## src/rtl/scan_seq_3_6.sv

```systemverilog
// -----------------------------------------------------------------------------
// scan_seq_3_6
// Generates the 3-bit select code for a downstream 3-to-6 decoder. The code
// advances one step every DIV clock cycles. It runs either as a continuous
// scan while en is held, or as a single up/down sweep after a start pulse.
//
// Parameters
//   DIV       clock cycles per code step (1..255)
//   LAST      highest code emitted (1..7)
// Ports
//   clk       rising-edge clock
//   rst       synchronous active-high reset
//   en        level, continuous scan request (has priority over start)
//   start     single-cycle pulse, request one full sweep
//   dir       0 = count up, 1 = count down, sampled at each step
//   load      single-cycle pulse, force the code to load_val
//   load_val  code to load (values above LAST are rejected)
//   a         registered decoder select code
//   valid     registered, high while scanning or sweeping
//   wrap      registered pulse on each wrap-around step
//   done      registered pulse when a sweep completes
//   err       registered pulse on a rejected load
// -----------------------------------------------------------------------------
module scan_seq_3_6 #(
    parameter int unsigned DIV  = 4,
    parameter int unsigned LAST = 5
) (
    input  logic       clk,
    input  logic       rst,
    input  logic       en,
    input  logic       start,
    input  logic       dir,
    input  logic       load,
    input  logic [2:0] load_val,
    output logic [2:0] a,
    output logic       valid,
    output logic       wrap,
    output logic       done,
    output logic       err
);

    typedef enum logic [1:0] {
        ST_IDLE  = 2'd0,
        ST_SCAN  = 2'd1,
        ST_SWEEP = 2'd2
    } state_t;

    localparam logic [2:0] LAST_C = 3'(LAST);
    localparam logic [7:0] DIV_M1 = 8'(DIV - 1);

    state_t     state_r;
    state_t     state_s;
    logic [2:0] a_r;
    logic [2:0] a_s;
    logic [7:0] pcnt_r;
    logic [7:0] pcnt_s;
    logic       valid_r;
    logic       wrap_r;
    logic       wrap_s;
    logic       done_r;
    logic       done_s;
    logic       err_r;
    logic       err_s;
    logic       step_s;
    logic       at_end_s;
    logic       load_ok_s;

    // Step strobe, end-of-range detect for the current direction, load legality.
    always_comb begin
        step_s    = (state_r != ST_IDLE) && (pcnt_r == DIV_M1);
        at_end_s  = dir ? (a_r == 3'd0) : (a_r == LAST_C);
        load_ok_s = (load_val <= LAST_C);
    end

    // State register.
    always_ff @(posedge clk) begin
        if (rst) begin
            state_r <= ST_IDLE;
        end else begin
            state_r <= state_s;
        end
    end

    // Next-state logic. A load (legal or not) leaves the state untouched.
    always_comb begin
        state_s = state_r;
        if (load) begin
            state_s = state_r;
        end else begin
            case (state_r)
                ST_IDLE: begin
                    if (en) begin
                        state_s = ST_SCAN;
                    end else if (start) begin
                        state_s = ST_SWEEP;
                    end else begin
                        state_s = ST_IDLE;
                    end
                end
                ST_SCAN: begin
                    if (!en) begin
                        state_s = ST_IDLE;
                    end else begin
                        state_s = ST_SCAN;
                    end
                end
                ST_SWEEP: begin
                    // en hands the sweep over to a continuous scan.
                    if (en) begin
                        state_s = ST_SCAN;
                    end else if (step_s && at_end_s) begin
                        state_s = ST_IDLE;
                    end else begin
                        state_s = ST_SWEEP;
                    end
                end
                default: begin
                    state_s = ST_IDLE;
                end
            endcase
        end
    end

    // Code, prescaler and pulse outputs for the coming edge.
    always_comb begin
        a_s    = a_r;
        pcnt_s = pcnt_r;
        wrap_s = 1'b0;
        done_s = 1'b0;
        err_s  = 1'b0;
        if (load) begin
            if (load_ok_s) begin
                a_s    = load_val;
                pcnt_s = 8'd0;
            end else begin
                err_s  = 1'b1;
            end
        end else begin
            case (state_r)
                ST_IDLE: begin
                    pcnt_s = 8'd0;
                    // Sweep entry jumps to the starting end of the range.
                    if (!en && start) begin
                        a_s = dir ? LAST_C : 3'd0;
                    end else begin
                        a_s = a_r;
                    end
                end
                ST_SCAN, ST_SWEEP: begin
                    if ((state_r == ST_SCAN) && !en) begin
                        pcnt_s = 8'd0;
                    end else if (!step_s) begin
                        pcnt_s = pcnt_r + 8'd1;
                    end else begin
                        pcnt_s = 8'd0;
                        if (!at_end_s) begin
                            a_s = dir ? (a_r - 3'd1) : (a_r + 3'd1);
                        end else if ((state_r == ST_SWEEP) && !en) begin
                            // Sweep ends on the step that would have wrapped.
                            done_s = 1'b1;
                        end else begin
                            a_s    = dir ? LAST_C : 3'd0;
                            wrap_s = 1'b1;
                        end
                    end
                end
                default: begin
                    a_s    = 3'd0;
                    pcnt_s = 8'd0;
                end
            endcase
        end
    end

    // Datapath and output registers.
    always_ff @(posedge clk) begin
        if (rst) begin
            a_r     <= 3'd0;
            pcnt_r  <= 8'd0;
            valid_r <= 1'b0;
            wrap_r  <= 1'b0;
            done_r  <= 1'b0;
            err_r   <= 1'b0;
        end else begin
            a_r     <= a_s;
            pcnt_r  <= pcnt_s;
            valid_r <= (state_s != ST_IDLE);
            wrap_r  <= wrap_s;
            done_r  <= done_s;
            err_r   <= err_s;
        end
    end

    assign a     = a_r;
    assign valid = valid_r;
    assign wrap  = wrap_r;
    assign done  = done_r;
    assign err   = err_r;

endmodule

```

## config.mk

```make
export PLATFORM = sky130hd
export DESIGN_NAME = scan_seq_3_6
export DESIGN_NICKNAME = d
export VERILOG_FILES = /design/src/rtl/scan_seq_3_6.sv
export SDC_FILE = /design/constraint.sdc
export NUM_CORES = 1
export LEC_CHECK = 0
export CORE_MARGIN = 2
export CORE_UTILIZATION = 52
export DETAILED_ROUTE_END_ITERATION = 10
export PLACE_DENSITY = 0.77
export SYNTH_ARGS = -nofsm -noshare
export SYNTH_HDL_FRONTEND = slang
export SYNTH_SLANG_ARGS = --single-unit
```

## constraint.sdc

```tcl
create_clock -name clk -period 2.2 [get_ports clk]
set_input_delay 0.33 -clock clk [delete_from_list [all_inputs] [get_ports clk]]
set_output_delay 0.33 -clock clk [all_outputs]
set_load 0.05 [all_outputs]
```

* Yosys cells after proc, flatten, opt, wreduce, memory -nomap -nowiden *
Cells that the tools add are included.

storage, ports and cells
  register bits = 17
  word-level logic and storage cells = 64
  output and inout bits = 7
  input bits = 9

operators by class
  $add $sub $neg = 3
  multiplexer cells = 26
  reductions and logical operators = 14
  bitwise operators = 4
  equality and inequality tests = 9
  magnitude comparators = 1

operators with widths
  operator             count
  $mux 8               5
  $mux 3               9
  $mux 2               5
  $ne 3x3->1 const B   3
  $add 8x1->8 const B  1
  $eq 8x2->1 const B   1
  $pmux 2 s3           1
  $pmux 3 s2           1
  $reduce_or 6->1      1
  $logic_and 1x1->1    5
  $mux 1               5
  $reduce_and 5->1     1
  $ne 4x4->1 const B   1
  $not 1->1            4
  $reduce_bool 2->1    2
  $reduce_or 2->1      2
  $add 3x1->3 const B  1
  $eq 3x3->1 const B   1
  $le 3x3->1 const B   1
  $logic_not 3->1      1
  $sub 3x1->3 const B  1
  $eq 2x1->1 const B   1
  $eq 2x2->1 const B   1
  $logic_not 2->1      1
  other kinds (2)      2

* Longest topological paths before layout *
Gate-level depths: netlist (run 1).

  depth after elaboration = 8
  mapped depth = 8
  depth with buffers taken out = 7

* Worst setup path after synthesis (run 1) *
Ideal clock, no wire load.

  path type = reg-to-reg
  from = reg a_r[0] (netlist: a[0])
  to = reg a_r[1] (netlist: a[1])
  period minus slack after synthesis = 1908 ps
  path buffers = 0
  required time = 2072 ps
  arrival = 1779 ps
  cell stages (with the launch flop) = 6
  setup time = 128 ps
  path slack = 292 ps
  cells stage by stage = dfxtp_1 inv_1 fa_1 nor3b_1 a221oi_1 a211oi_1

on the way
  cells in the longest elaborated chain, start to end = 7
  elaborated cells between the ends (all ways) = 13
  classes of those cells = add/sub: 2; eq/ne: 2; mux: 7; reduce/logical: 2

RTL lines
  item                                     line     text
  start, declared                          53       logic [2:0] a_r;
  start signal, assigned                   185      a_r <= a_s;
  $add 3x1->3 (tied with other cells)      157      a_s = dir ? (a_r - 3'd1) : (a_r + 3'd1);
  $mux 3 / $mux 1 (equally long branches)  157, 71
  $mux 3                                   156      if (!at_end_s) begin
  $mux 3                                   152      end else if (!step_s) begin
  $mux 3                                   150      if ((state_r == ST_SCAN) && !en) begin
  $pmux 3 s2                               139      case (state_r)
  $mux 3                                   131      if (load) begin

Several ways; a longest one is shown, not always the timed one. The select of a mux whose other input is x is not followed.
A chain may end at the register's enable or synchronous reset.

* Final worst setup path (run 1) *
  from = reg state_r[0]
  to = reg a_r[0] (netlist: a[0])

on the way
  cells in the longest elaborated chain, start to end = 4
  elaborated cells between the ends (all ways) = 15
  classes of those cells = eq/ne: 6; mux: 2; reduce/logical: 7

RTL lines
  item                                                         line      text
  start, declared                                              51        state_t state_r;
  start signal, assigned                                       80        state_r <= state_s;
  $eq 2x1->1 (tied with other cells)                           139, 150
  $reduce_or 2->1 (tied with other cells)                      139
  $ne 4x4->1 (no line) (tied with other cells)                 -
  $reduce_and 5->1 (no line) / $mux 3 (equally long branches)  -

Several ways; a longest one is shown, not always the timed one.

==> results_dict.tcl, run 1 <==
set metrics [dict create \
    status "finished, final reports clean" \
    post-route-period-util_pct 87.8 \
    via_count 892 \
    power.density_mw_per_mm2 533 \
    yosys.area_share.simple_pct 31.2 \
    postRouteWirelength_microns 2100 \
    regToRegEndpoint "a[0]" \
    ff2ff_setup_slack_ps 270 \
    yosys-mux-area-fraction_pct 0 \
    endpoint_kind "flop" \
    cts-buffers-inserted 3 \
    cts_tree "yes" \
    synth_fp_nets 128 \
    cts_hold_buf 0 \
    synth_cell_types 42 \
    maximum_clock_frequency_ghz 0.518 \
    clk-insertion-delay-late_ps 280 \
    remaining_routing_drc_violations 0 \
    syn_to_final_growth_pct 23.8 \
    yosys.area_share.adder_pct 8.25 \
    drt_pass1_iterations 4 \
    reg2reg_depth 8 \
    synth_xor_area_share_pct 4.38 \
    total_routing_resource_utilization_after_global_routing_pct 21.2 \
    yosys_warnings 0 \
    worst_ep_arrival_time_ps 2130 \
    period_minus_ws_final_ps 1930 \
    timing_worst_slew_pin_value_ps 498 \
    ant_nets 0 \
    routed_via_density 5.58 \
    holdPathEnd "pcnt_r[1]" \
    gpl.final_weighted_congestion 0.893 \
    wl_per_cell_microns 13.1 \
    worst_slew_margin_rel_pct 66.7 \
    hold_path_startpoint "pcnt_r[1]" \
    path_max_fanout 4 \
    synth_flop_cell "sky130_fd_sc_hd__dfxtp_1" \
    compound_gate_portion_of_the_synthesized_area_pct 18.4 \
    grt-ovfl-total 0 \
    grt_setup_unrepaired "false" \
    dieWidth_microns 47.9 \
    synth.yosys.seq_area_share_pct 34.0 \
    number_of_nets_in_the_layout 151 \
    cts.path.max_buffers 2 \
    grt_first_pass_wirelength_microns 3410 \
    whs_path_depth 2 \
    post_cts_buffers 0 \
    number_of_i_o_pins 16 \
    post_cts_resized 0 \
    power.ir.vdd_worst_v 0.000397 \
    worstReg2RegStart "state_r[0]" \
    grt_pass1_vias 836 \
    most_common_library_cell_in_the_layout_ignoring_fill_and_taps "sky130_fd_sc_hd__dfxtp_1" \
    cts_clk_pin_slew_worst_paths_ps 90 \
    rows 15 \
    place_worst_setup_slack_ps 147 \
    die-height_microns 47.9 \
    drt_first_iter_violations 21 \
    timing_max_transition_violations_final 0 \
    setup_total_negative_slack_ps 0 \
    maxCapViolCount 0 \
    p_leak_nw 0.447 \
    pin_count_of_the_biggest_net_entering_global_routing 10 \
    mostFrequentLayoutCells "sky130_fd_sc_hd__dfxtp_1, sky130_fd_sc_hd__clkdlybuf4s50_1, sky130_fd_sc_hd__nor2_1, sky130_fd_sc_hd__nand2_1, sky130_fd_sc_hd__o21ai_0" \
    final_critical_path_setup_slack_ps 268 \
    htreeDepth 1 \
    port_buffers 15 \
    hpwlAfterDp_microns 1710 \
    netlist_area_sq_mm 0.00100 \
    setup_viol 0 \
    postSynthCellCount 113 \
    synth.ff_latch_count 17 \
    antenna_found_initial 0 \
    worst_clock_skew_ps 5.53 \
    syn-mean-instance-area_sq_um 8.86 \
    n_antenna_cell 0 \
    worst_setup_path_start_kind "flop" \
    cts.sinks 17 \
    hold_class "reg -> reg" \
    final_layout_size_suffix_gt1_share_pct 12.6 \
    floorplan.die_area_sq_mm 0.00229 \
    synth_top_family_by_area "simple AND/OR/NAND/NOR gates" \
    floorplan.core_area_sq_mm 0.00176 \
    asyncSetResetFlopFracSynth_pct 0 \
    count_of_final_hold_check_violations 0 \
    timing.setup.critical_path_class "reg -> reg" \
    cp.required_ps 2400 \
    floorplan.initialDensity_pct 56.7 \
    synth_edf_count 0 \
    clock_tree.root_cell "sky130_fd_sc_hd__clkbuf_4" \
]
logic make-up after synthesis:
group | count (synthesis)
adders and majority gates | 6
xor gates and xnor gates | 5
AOI/OAI and AO/OA | 29
and+or+nand+nor | 47
DFF | 17
buffers and inverters | 9
synthesized netlist by cell type (all sizes together) (2+ instances only):
cell     n  area (sq um)
ha       5          62.6
nor4     2          27.5
a211oi   3          22.5
nor3b    3          27.5
or2      3          18.8
nor2b    5          31.3
clkbuf   2          7.51
nand2    8          30.0
nor4b    2          38.8
dfxtp   17           340
nand4    3          18.8
inv      6          22.5
o21ai    9          45.0
nand3    2          10.0
nor3     2          10.0
a221oi   2          17.5
nor2     9          33.8
a21oi    7          35.0
o31ai    2          15.0
xor2     4          35.0
worst max path at each step:
| stage | startpoint | end | depth (start not counted) |
|---|---|---|---|
| global route | state_r[0] | a[1] | 8 |
| detailed placement | dir | a[0] | 7 |
| finish | state_r[0] | a[0] | 8 |
| CTS | a[2] | a[2] | 1 |
| floorplan | a[0] | a[1] | 5 |
| global placement | dir | done | 5 |
power breakdown:
part	total [mW]	internal (mW)	switching [mW]
clock	0.155	0.0702	0.0849
combinational	0.172	0.0747	0.0971
sequential	0.334	0.320	0.0138
total	0.660	0.465	0.196
metal layers:
metal  global-route usage [%]  wire [microns]
met3                     2.64              71
met2                     38.4            1030
met5                        0               0
met4                     7.03              13
met1                     25.5             986
final cells by class:
type,instances,area [sq um]
Multi-Input combinational cell,87,623
Fill cell,159,526
Sequential cell,17,340
Timing Repair Buffer,21,195
Tap cell,25,31.3
Clock buffer,4,26.3
Inverter,6,22.5
critical path, stage by stage, from the launching register on:
cell and delay [ps]:
sky130_fd_sc_hd__dfxtp_1 400, sky130_fd_sc_hd__inv_1 80, sky130_fd_sc_hd__ha_1 240, sky130_fd_sc_hd__nor4b_4 250, sky130_fd_sc_hd__and2_1 180, sky130_fd_sc_hd__a311oi_1 90, sky130_fd_sc_hd__buf_4 150, sky130_fd_sc_hd__or2_1 230
sky130_fd_sc_hd__a211oi_1 230
registers in the layout, summed over array words and instances, names as in the netlist:
signal and flops:
pcnt_r 8, a 3, state_r 2, done 1, err 1, valid 1, wrap 1
stage by stage:
step / total power [mW] / area [sq um] / hold WS (ps) / instances / util [%]
2_1_floorplan: 0.447 / 1000 / 399 / 113 / -
3_3_place_gp: 0.509 / 1210 / 481 / 156 / 68.7
3_5_place_dp: 0.512 / 1210 / 491 / 156 / 68.7
4_1_cts: 0.669 / 1240 / 505 / 160 / 70.2
5_1_grt: 0.697 / 1240 / 522 / 160 / 70.2
6_report: 0.660 / 1240 / 501 / 160 / 70.2
(Power assumes the default switching activity.)
==> run 2, diff against run 1 <==
CORE_UTILIZATION = 45   (was 52)
PLACE_DENSITY = 0.68   (was 0.77)
==> run 2 against run 1 <==
Maximum frequency is 0.88% lower. Worst hold slack better by 4.6 ps. Register-to-register slack worse by 20 ps. Critical path depth is 1 lower. Routed wire length is 0.76% higher. Final cell count is 1.9% higher.
==> results_dict.tcl, run 2 (synthesis gave the netlist of run 1 again) <==
set metrics [dict create \
    switching_share_pct 31.0 \
    clk-insertion-delay-late_ps 300 \
    hold_class "reg -> reg" \
    sequential_area_sq_um 340 \
    period_minus_ws_final_ps 1950 \
    path_buf_inv 2 \
    floorplan.die_area_sq_mm 0.00262 \
    pin_count_of_the_biggest_net_entering_global_routing 13 \
    gpl.final_weighted_congestion 0.847 \
    remaining_routing_drc_violations 0 \
    drt_pass1_iterations 4 \
    floorplan.initialDensity_pct 46.6 \
    grt_setup_unrepaired "false" \
    n_fill_cell 201 \
    mostFrequentLayoutCells "sky130_fd_sc_hd__dfxtp_1, sky130_fd_sc_hd__clkdlybuf4s50_1, sky130_fd_sc_hd__nor2_1, sky130_fd_sc_hd__nand2_1, sky130_fd_sc_hd__o21ai_0" \
    cts.path.max_buffers 2 \
    grt_first_pass_wirelength_microns 3650 \
    cts_tree "yes" \
    postPlaceCellArea_sq_mm 0.00122 \
    route.top_layer_used "met4" \
    cts-buffers-inserted 3 \
    largest-register "pcnt_r" \
    wl_met1_microns 925 \
    endpoint_kind "flop" \
    timing_worst_slew_pin_value_ps 492 \
    grt-ovfl-total 0 \
    count_of_final_hold_check_violations 0 \
    critical_path_cell_list "inv_1 > ha_1 > or3b_1 > a211o_1 > nor2b_1 > buf_4 > nor2_1" \
    drt_first_iter_violations 15 \
    hold_path_startpoint "pcnt_r[1]" \
    cts.sinks 17 \
    maximum_clock_frequency_ghz 0.513 \
    worst_slew_margin_rel_pct 67.1 \
    postRouteWirelength_microns 2110 \
    post_cts_buffers 0 \
    largest_register_ffs 8 \
    antenna_found_initial 0 \
    cts_clk_pin_slew_worst_paths_ps 100 \
    status "finished, final reports clean" \
    timing_max_transition_violations_final 0 \
    setup_total_negative_slack_ps 0 \
    number_of_i_o_pins 16 \
    ant_nets 0 \
    clock_tree.root_cell "sky130_fd_sc_hd__clkbuf_4" \
    p_leak_nw 0.446 \
    grt_pass1_vias 849 \
    path_max_fanout 7 \
    slowest_delay_ps 390 \
    layout.cells.non_filler 163 \
    wl_per_cell_microns 13.0 \
    met2WireLength_microns 1070 \
    via_count 891 \
    final_layout_size_suffix_gt1_share_pct 12.6 \
    final_area_sq_mm 0.00124 \
    routed_via_density 5.47 \
    worstReg2RegStart "state_r[1]" \
    dpl.cell_count 159 \
    cp.required_ps 2430 \
    worst_ep_arrival_time_ps 2180 \
    pwr-share-seq_pct 49.4 \
    syn_to_final_growth_pct 24.1 \
    die-height_microns 51.2 \
    power.density_mw_per_mm2 543 \
    dieWidth_microns 51.2 \
    htreeDepth 1 \
    worst_clock_skew_ps 6.93 \
    timing.setup.critical_path_class "reg -> reg" \
    setup_viol 0 \
    cts_hold_buf 0 \
    critical-path-top-delay-family "simple AND/OR/NAND/NOR gates" \
    hpwlAfterDp_microns 1680 \
    rows 17 \
    total_routing_resource_utilization_after_global_routing_pct 19.0 \
    dr_wl_met3_microns 80 \
    power_frac_clock_pct 25.1 \
    number_of_nets_in_the_layout 151 \
    worst_setup_path_startpoint "state_r[1]" \
    multi_input_comb_area_sq_um 623 \
    floorplan.core_area_sq_mm 0.00215 \
    combinational_power_share_pct 25.4 \
    reported_net_switching_power_mw 0.209 \
    power.ir.vdd_worst_v 0.000392 \
    post_cts_resized 0 \
    crit_slowest_cell "sky130_fd_sc_hd__dfxtp_1" \
    cell_internal_pwr_mw 0.465 \
    worst_setup_path_start_kind "flop" \
    maxCapViolCount 0 \
    most_common_library_cell_in_the_layout_ignoring_fill_and_taps "sky130_fd_sc_hd__dfxtp_1" \
    n_antenna_cell 0 \
    port_buffers 15 \
    post-route-period-util_pct 88.6 \
]
## run 2: cell counts in the layout (fill, tap and decap cells not counted)
Identical to the previous run, type by type.
## run 2: through the flow
stage               util [%]  hold slack (ps)  worst slack (ps)  power, mW
global route            57.8              533               113      0.710
global placement        56.6              483               144      0.510
CTS                     57.8              504               248      0.680
detailed placement      56.6              492              93.1      0.511
floorplan                  -              399               292      0.447
finish                  57.8              505               251      0.675
## run 2: power by group through the flow
stage | Combinational (mW) | Sequential [mW] | Clock [mW]
6_report | 0.171 | 0.334 | 0.170
4_1_cts | 0.172 | 0.334 | 0.174
2_1_floorplan | 0.0807 | 0.367 | 0
3_5_place_dp | 0.171 | 0.341 | 0
5_1_grt | 0.189 | 0.336 | 0.185
3_3_place_gp | 0.170 | 0.340 | 0
## run 2: area by class of cell
class                           instances  share of cell area, %
Multi-Input combinational cell         87                   50.2
Sequential cell                        17                   27.4
Timing Repair Buffer                   21                   15.7
Tap cell                               28                   2.82
Clock buffer                            4                   2.11
Inverter                                6                   1.81
## run 2: worst register-to-register path, stage by stage, from the launching register on
cell	delay, ps
sky130_fd_sc_hd__dfxtp_1	390
sky130_fd_sc_hd__inv_1	80
sky130_fd_sc_hd__ha_1	350
sky130_fd_sc_hd__or3b_1	380
sky130_fd_sc_hd__a211o_1	280
sky130_fd_sc_hd__nor2b_1	140
sky130_fd_sc_hd__buf_4	160
sky130_fd_sc_hd__nor2_1	110
## run 2: worst paths after layout
kind,end,slack [ps],depth (start not counted)
worst max register to register,pcnt_r[2],250,7
worst min register to register,pcnt_r[1],510,2
worst max-delay path,pcnt_r[2],250,7
worst min-delay path,pcnt_r[1],510,2
## run 2: per-layer routing
metal,vias up,track usage (%)
met4,0,10.8
met2,19,33.1
met3,5,3.51
met5,-,0
met1,407,21.5
li1,460,-
